### src/rtl/hex_dump.sv
// Dumps a RAM address range as an ASCII Intel HEX stream, one character per valid/rdy handshake.
// Define HEX_CRLF_EN to end each record with CR LF; otherwise records end with LF only.
//
// state     | meaning
// ----------+----------------------------------------------------------
// S_IDLE    | waiting for start
// S_COLON   | presenting ':' record mark
// S_LEN_*   | presenting record length, high/low nibble
// S_ADDR_*  | presenting record address, nibble 3 (MSN) down to 0
// S_TYPE_*  | presenting record type (00 data, 01 EOF)
// S_FETCH   | RAM read strobe for the next data byte
// S_WAIT    | RAM data arriving, captured into data_byte
// S_DATA_*  | presenting data byte, high/low nibble
// S_CSUM_*  | presenting record checksum, high/low nibble
// S_CR      | presenting CR (HEX_CRLF_EN only)
// S_LF      | presenting LF, then next record, EOF record or done
// S_DONE    | one-cycle done pulse
module hex_dump #(
    parameter int REC_LEN = 16
) (
    input  logic        clk,
    input  logic        clr,
    input  logic        start,
    input  logic [15:0] start_addr,
    input  logic [15:0] end_addr,
    output logic        busy,
    output logic        done,
    output logic        rd,
    output logic [15:0] addr,
    input  logic [7:0]  data,
    output logic [7:0]  chr,
    output logic        valid,
    input  logic        rdy
);

    typedef enum logic [4:0] {
        S_IDLE, S_COLON, S_LEN_HI, S_LEN_LO,
        S_ADDR_3, S_ADDR_2, S_ADDR_1, S_ADDR_0,
        S_TYPE_HI, S_TYPE_LO, S_FETCH, S_WAIT,
        S_DATA_HI, S_DATA_LO, S_CSUM_HI, S_CSUM_LO,
`ifdef HEX_CRLF_EN
        S_CR,
`endif
        S_LF, S_DONE
    } state_t;

    state_t      state, next;
    logic [16:0] ptr;         // 17 bits so a dump ending at FFFF never wraps to 0000
    logic [15:0] end_r;
    logic [15:0] rec_addr;
    logic [7:0]  rec_len;
    logic [7:0]  bytes_left;
    logic [7:0]  data_byte;
    logic [7:0]  dsum;
    logic        eof_r;
    logic        load_rec;

    logic [16:0] src_ptr, src_end, remain;
    logic        has_data;
    logic [7:0]  next_len, hdr_sum, csum;

    function automatic logic [7:0] hex(input logic [3:0] n);
        return (n < 4'd10) ? 8'h30 + {4'h0, n} : 8'h37 + {4'h0, n};
    endfunction

    // record setup reads the start ports directly when launching from idle
    always_comb begin
        src_ptr  = (state == S_IDLE) ? {1'b0, start_addr} : ptr;
        src_end  = (state == S_IDLE) ? {1'b0, end_addr} : {1'b0, end_r};
        has_data = (src_ptr <= src_end);
        remain   = src_end - src_ptr + 17'd1;
        next_len = (remain > 17'(REC_LEN)) ? 8'(REC_LEN) : remain[7:0];
        hdr_sum  = rec_len + rec_addr[15:8] + rec_addr[7:0] + {7'b0, eof_r};
        csum     = ~(hdr_sum + dsum) + 8'd1;
    end

    always_ff @(posedge clk or posedge clr) begin
        if (clr) state <= S_IDLE;
        else     state <= next;
    end

    always_comb begin
        next     = state;
        chr      = 8'h00;
        valid    = 1'b0;
        rd       = 1'b0;
        load_rec = 1'b0;
        case (state)
            S_IDLE: if (start) begin
                load_rec = 1'b1;
                next     = S_COLON;
            end
            S_COLON:   begin valid = 1'b1; chr = 8'h3A;                     if (rdy) next = S_LEN_HI;  end
            S_LEN_HI:  begin valid = 1'b1; chr = hex(rec_len[7:4]);         if (rdy) next = S_LEN_LO;  end
            S_LEN_LO:  begin valid = 1'b1; chr = hex(rec_len[3:0]);         if (rdy) next = S_ADDR_3;  end
            S_ADDR_3:  begin valid = 1'b1; chr = hex(rec_addr[15:12]);      if (rdy) next = S_ADDR_2;  end
            S_ADDR_2:  begin valid = 1'b1; chr = hex(rec_addr[11:8]);       if (rdy) next = S_ADDR_1;  end
            S_ADDR_1:  begin valid = 1'b1; chr = hex(rec_addr[7:4]);        if (rdy) next = S_ADDR_0;  end
            S_ADDR_0:  begin valid = 1'b1; chr = hex(rec_addr[3:0]);        if (rdy) next = S_TYPE_HI; end
            S_TYPE_HI: begin valid = 1'b1; chr = hex(4'h0);                 if (rdy) next = S_TYPE_LO; end
            S_TYPE_LO: begin
                valid = 1'b1;
                chr   = hex({3'b0, eof_r});
                if (rdy) next = (rec_len == 8'd0) ? S_CSUM_HI : S_FETCH;
            end
            S_FETCH:   begin rd = 1'b1; next = S_WAIT; end
            S_WAIT:    next = S_DATA_HI;
            S_DATA_HI: begin valid = 1'b1; chr = hex(data_byte[7:4]);       if (rdy) next = S_DATA_LO; end
            S_DATA_LO: begin
                valid = 1'b1;
                chr   = hex(data_byte[3:0]);
                if (rdy) next = (bytes_left == 8'd1) ? S_CSUM_HI : S_FETCH;
            end
            S_CSUM_HI: begin valid = 1'b1; chr = hex(csum[7:4]);            if (rdy) next = S_CSUM_LO; end
`ifdef HEX_CRLF_EN
            S_CSUM_LO: begin valid = 1'b1; chr = hex(csum[3:0]);            if (rdy) next = S_CR;      end
            S_CR:      begin valid = 1'b1; chr = 8'h0D;                     if (rdy) next = S_LF;      end
`else
            S_CSUM_LO: begin valid = 1'b1; chr = hex(csum[3:0]);            if (rdy) next = S_LF;      end
`endif
            S_LF: begin
                valid = 1'b1;
                chr   = 8'h0A;
                if (rdy) begin
                    if (eof_r) begin
                        next = S_DONE;
                    end else begin
                        load_rec = 1'b1;
                        next     = S_COLON;
                    end
                end
            end
            S_DONE:  next = S_IDLE;
            default: next = S_IDLE;
        endcase
    end

    always_ff @(posedge clk or posedge clr) begin
        if (clr) begin
            ptr        <= '0;
            end_r      <= '0;
            rec_addr   <= '0;
            rec_len    <= '0;
            bytes_left <= '0;
            data_byte  <= '0;
            dsum       <= '0;
            eof_r      <= 1'b0;
        end else begin
            if (load_rec) begin
                if (state == S_IDLE) begin
                    ptr   <= {1'b0, start_addr};
                    end_r <= end_addr;
                end
                eof_r      <= !has_data;
                rec_addr   <= has_data ? src_ptr[15:0] : 16'h0000;
                rec_len    <= has_data ? next_len : 8'd0;
                bytes_left <= has_data ? next_len : 8'd0;
                dsum       <= '0;
            end
            if (state == S_FETCH) ptr <= ptr + 17'd1;
            if (state == S_WAIT) begin
                data_byte <= data;
                dsum      <= dsum + data;
            end
            if (state == S_DATA_LO && rdy) bytes_left <= bytes_left - 8'd1;
        end
    end

    assign addr = ptr[15:0];
    assign busy = (state != S_IDLE) && (state != S_DONE);
    assign done = (state == S_DONE);

endmodule

### config.mk
export PLATFORM = sky130hd
export DESIGN_NAME = hex_dump
export DESIGN_NICKNAME = d
export VERILOG_FILES = /design/src/rtl/hex_dump.sv
export SDC_FILE = /design/constraint.sdc
export NUM_CORES = 1
export LEC_CHECK = 0
export ABC_AREA = 1
export ABC_CLOCK_PERIOD_IN_PS = 3500
export BUFFER_PORTS_ARGS = -buffer_cell sky130_fd_sc_hd__buf_2
export CAP_MARGIN = 20
export CORE_AREA = 10 10 130 144
export CTS_CLUSTER_DIAMETER = 120
export DETAILED_ROUTE_END_ITERATION = 12
export DIE_AREA = 0 0 140 154
export HOLD_SLACK_MARGIN = 0.1
export PLACE_DENSITY = 0.85
export SKIP_CTS_REPAIR_TIMING = 1
export SYNTH_ARGS = -nofsm -noshare
export SYNTH_HDL_FRONTEND = slang
export SYNTH_SLANG_ARGS = --single-unit
### constraint.sdc
create_clock -name clk -period 3.5 [get_ports clk]
set_input_delay 0.35 -clock clk [delete_from_list [all_inputs] [get_ports clk]]
set_output_delay 0.35 -clock clk [all_outputs]
set_load 0.01 [all_outputs]
== Word level (Yosys, flattened, before mapping) ==
Index checks and enable logic that the tools add are counted.

* Register bits: 87
* Input bits: 44
* Output and inout bits: 28
* Logic and storage cells: 146

* Add/subtract/negate cells: 31
* Order comparisons: 12
* Equal/unequal tests: 34
* Multiplexer cells: 47
* Bitwise logic cells: 1
* Reduce and logical (&&, ||, !) cells: 12

{| class="wikitable"
|+ Operator list
! kind !! number
|-
| adder 6 x 4 -> 7 bit (first input constant) || 20
|-
| case mux 7 bit (14 select lines) || 1
|-
| case mux 5 bit (17 select lines) || 1
|-
| 2-to-1 mux 5 bit || 16
|-
| 2-to-1 mux 7 bit || 10
|-
| 2-to-1 mux 17 bit || 3
|-
| 2-to-1 mux 8 bit || 6
|-
| == test 5 x 4 -> 1 bit (second input constant) || 8
|-
| less-than comparator 4 bit (second input constant) || 10
|-
| adder 17 x 1 -> 17 bit (second input constant) || 2
|-
| adder 8 bit || 4
|-
| 2-to-1 mux 16 bit || 2
|-
| inequality test 2 bit (second input constant) || 15
|-
| == test 5 x 3 -> 1 bit (second input constant) || 4
|-
| > comparator 17 x 5 -> 1 bit (second input constant) || 1
|-
| <= comparator 17 x 16 -> 1 bit || 1
|-
| subtractor 16 x 17 -> 17 bit || 1
|-
| AND reduction 15 bit || 1
|-
| OR reduction 14 bit || 1
|-
| == test 5 x 2 -> 1 bit (second input constant) || 2
|-
| == test 5 bit (second input constant) || 2
|-
| adder 8 x 1 -> 8 bit || 1
|-
| adder 8 x 1 -> 8 bit (second input constant) || 1
|-
| == test 8 x 1 -> 1 bit (second input constant) || 1
|-
| 15 further kinds || 23
|}

== Depth between registers and ports, before layout ==
* Depth in word-level cells: 9
* Mapped depth: 28
* Mapped depth without buffers: 25

== Worst setup path after synthesis ==
OpenSTA, ideal clock, no wires.

* Kind: register to output
* Start: register rec_addr[1]
* End: output port chr[2]
* Data arrival time: 3.351 ns
* Data required time: 3.150 ns
* Slack: -0.201 ns
* Cell stages (with the launch flop): 20
* Path buffers: 0
* Path through: dfrtp_1 -> inv_1 -> fa_1 -> fa_1 -> inv_1 -> ha_1 -> inv_1 -> fa_1 -> xnor2_1 -> inv_1 -> nand2_1 -> inv_1 -> nand3_1 -> nand2_1 -> ha_1 -> nand3b_1 -> nand2_1 -> nand3_1 -> nand3_1 -> nand2_1

* Longest elaborated chain between the ends: 8
* Elaborated cells between the ends (all ways): 18
* Classes of those cells: add/sub: 10; order compare: 3; mux: 4; bitwise: 1

{| class="wikitable"
|+ RTL lines
! what !! line !! source
|-
| from (decl) || 50 || <nowiki>logic [15:0] rec_addr;</nowiki>
|-
| from (signal assigned) || 155 || <nowiki>rec_addr <= has_data ? src_ptr[15:0] : 16'h0000;</nowiki>
|-
| adder 8 bit || 73 || <nowiki>hdr_sum = rec_len + rec_addr[15:8] + rec_addr[7:0] + {7'b0, eof_r};</nowiki>
|-
| adder 8 x 1 -> 8 bit || 73 ||
|-
| adder 8 bit || 74 || <nowiki>csum = ~(hdr_sum + dsum) + 8'd1;</nowiki>
|-
| inverter 8 bit || 74 ||
|-
| adder 8 x 1 -> 8 bit || 74 ||
|-
| adder 6 x 4 -> 7 bit / less-than comparator 4 bit (equally long branches) || 63 || <nowiki>return (n < 4'd10) ? 8'h30 + {4'h0, n} : 8'h37 + {4'h0, n};</nowiki>
|-
| 2-to-1 mux 7 bit || 63 ||
|-
| case mux 7 bit (14 select lines) (*) || 88 || <nowiki>case (state)</nowiki>
|-
| to (decl) || 31 || <nowiki>output logic [7:0] chr,</nowiki>
|}

Mark *: on every way between the ends. The rest lies on a longest branch, timed or not.

== Worst setup path after layout ==
* Start: register rec_addr[1]
* End: output port chr[4]

Same word-level chain as after synthesis.

==> impl_metrics.env <==
export IMPL_grt_overflow_total=0
export IMPL_routed_wl_um=31600
export IMPL_finalHoldViolCount=0
export IMPL_critPathLaunchType="flop"
export IMPL_hpwl_um=21700
export IMPL_relSlewSlack_pct=44.2
export IMPL_cpLargestDelayFamily="adder cells"
export IMPL_clock_latency_ns=0.36
export IMPL_status="finished with violations"
export IMPL_routabilityCongestion=1.01
export IMPL_grt_max_degree=36
export IMPL_num_antenna_cells=0
export IMPL_dieArea_sq_um=21600
export IMPL_drc_errors=0
export IMPL_ys_types=49
export IMPL_cts_sinks=87
export IMPL_ys_warn_count=0
export IMPL_period_share_pct=123
export IMPL_fin_cells=1676
export IMPL_end_kind="primary output"
export IMPL_cp_depth=20
export IMPL_synthFlopType="dfrtp_1"
export IMPL_reg2reg_from="state[2]"
export IMPL_finClkSkew_ns=0.0129
export IMPL_drive_gt1_share_pct=27.8
export IMPL_setup_slack_ns=-0.806
export IMPL_initial_core_util_pct=55.2
export IMPL_grt_usage_pct=24.5
export IMPL_synth_net_count=1418
export IMPL_crit_chain="inv_2 > fa_1 > fa_1 > inv_2 > ha_4 > inv_2 > fa_2 > o21ai_4 > xnor2_1 > nand3_4 > nor2_2 > inv_1 > nand2_2 > nand2_4 > nand2_4 > inv_2 > nand2_1 > nand2_1 > nand2_2 > buf_2"
export IMPL_maxCapViolations=0
export IMPL_hold_class="in2async"
export IMPL_die_x_um=140
export IMPL_r2r_cells=21
export IMPL_yosysSeqAreaShare_pct=25.3
export IMPL_synth_area_top_cells="dfrtp_1, nand2_1, ha_1"
export IMPL_synth_async_sr_flop_share_pct=100
export IMPL_yosysMostFrequentCell="nand2_1"
export IMPL_cts_buffers=9
export IMPL_dieHeight_um=154
export IMPL_critPathRequiredTime_ns=3.15
export IMPL_fmax_ghz=0.232
export IMPL_io_buffers=70
export IMPL_synth_top_area_share_pct=25.3
export IMPL_worst_path_max_fanout=5
export IMPL_critPathSlowestCell="fa_1"
export IMPL_place_inst=1638
export IMPL_avgRoutedWirePerCell_um=18.9
export IMPL_final_util_pct=72.1
export IMPL_grt_pass1_wl_um=44000
export IMPL_drtPass1Iterations=6
export IMPL_layout_nets=1607
export IMPL_rrSetupSlack_ns=-0.25
export IMPL_synth_area_sq_um=8620
export IMPL_tightestPinTransition_ns=0.837
export IMPL_finalSetupViolations=17
export IMPL_ys_seq_elements=87
export IMPL_path_clk_slew_ns=0.06
export IMPL_coreArea_sq_um=15600
export IMPL_antenna_found_initial=0
export IMPL_cts_max_level=3
export IMPL_tritoncts="done"
export IMPL_num_rows=48
export IMPL_syn_area_per_cell_sq_um=6.72
export IMPL_worst_path_largest_cell_delay_ns=0.56
export IMPL_drtAntennaViolNets=0
export IMPL_rr_endpoint="bytes_left[3]"
export IMPL_period_needed_ns=4.31
export IMPL_syn_inst=1283
export IMPL_slew_violations=0
export IMPL_clockBufferDepth=2
export IMPL_vias=10020
export IMPL_crit_path_frequent_cell="inv_2"
export IMPL_yosys_top_cells_count="nand2_1, inv_1, o21ai_0"
export IMPL_synth_top_cell_by_area="dfrtp_1"
export IMPL_violations="negative setup slack"
export IMPL_grt_setup_unrepaired="yes"
export IMPL_drt_iter0_markers=1198
export IMPL_cts_root_buf="clkbuf_16"
export IMPL_area_growth_pct=30.6
export IMPL_path_class="reg2out"
export IMPL_io_pin_count=72
export IMPL_synth_edff_count=0
export IMPL_worstPathArrival_ns=3.96
export IMPL_path_buf_inv=6
export IMPL_vias_per_cell=5.98
export IMPL_grt_pass1_vias=9190
stage by stage:
| step | setup TNS (ns) | hold slack [ns] | area (sq um) | setup slack (ns) |
|---|---|---|---|---|
| final | -6.34 | 0.0641 | 11300 | -0.806 |
| after global routing | -9.47 | 0.105 | 11300 | -0.979 |
| after CTS | -6.00 | 0.0826 | 10300 | -0.734 |
| after detailed placement | -3.09 | 0.454 | 9950 | -0.347 |
| after global placement | -1.54 | 0.447 | 9950 | -0.226 |
| after floorplan | -0.278 | 0.437 | 8660 | -0.0619 |
state kept, by name, summed over array words and instances, names as in the netlist:
register,cells
end_r,16
state,5
ptr,17
eof_r,1
bytes_left,8
dsum,8
data_byte,8
rec_addr,16
rec_len,8
cells by family after synthesis:
family,Yosys count,synth area share [%]
compound gates,221,14.4
xor+xnor,23,2.42
fa+ha+maj,91,14.8
buf+inv,272,13.1
flops,87,25.3
other cells,1,0.0435
simple gates,588,29.9
worst reg2reg max path, cell delays in order, from the launching register on:
cell and delay, ns:
dfrtp_1 0.40, nor2_2 0.17, nand3_4 0.19, inv_4 0.14, buf_12 0.15, buf_12 0.14
nand2_1 0.06, o21ai_0 0.15, ha_1 0.35, ha_4 0.29, nand2_1 0.14, inv_1 0.11
nand2_1 0.10, nand3_1 0.10, a21oi_2 0.17, nand2_1 0.07, nand2_1 0.09, nand3b_1 0.09
nor3_1 0.23, buf_4 0.19, nand4_1 0.22, nand2_1 0.13
final cells by class:
type,instances,area (sq um)
fill,1147,4360
multi-input combinational,924,6040
tap,200,250
clock inverter,4,53.8
sequential,87,2180
clock buffer,11,253
timing repair buffer,220,1600
inverter,230,872
cell usage in the layout, fill, tap and decap left out, drive strengths merged, types with 2 or more instances in the layout:
cell type,synthesis,final
dfrtp,87,87
ha,73,73
inv,228,228
nand3,74,74
or2,29,29
o211ai,11,11
nand4,28,28
nand3b,5,5
clkinv,2,4
clkbuf,11,15
o21ai,110,110
xor2,13,13
a211oi,3,3
buf,31,216
nor4,8,8
nor2,93,93
o22ai,19,19
nor3,21,21
nand2,328,328
o221ai,3,3
a21oi,52,52
fa,18,18
a31oi,12,12
xnor2,10,10
o31ai,3,3
o21a,2,2
how the worst max path moves through the flow:
stage,to,startpoint
after floorplan,chr[2],rec_len[1]
after global placement,chr[4],rec_len[1]
after detailed placement,chr[5],rec_len[1]
after CTS,chr[5],rec_len[1]
after global routing,chr[4],rec_addr[1]
final,chr[4],rec_addr[1]
per-layer routing:
layer / up-vias / track usage [%] / wire, um
met5: - / 0 / 0
met4: 0 / 15.9 / 2510
met3: 210 / 5.11 / 2560
met2: 674 / 42.5 / 15400
met1: 4613 / 26.4 / 11100
li1: 4523 / - / -
Power is left out: the tool's default activity adds up to more than one toggle a clock period on the data nets, which glitch-free logic cannot reach.
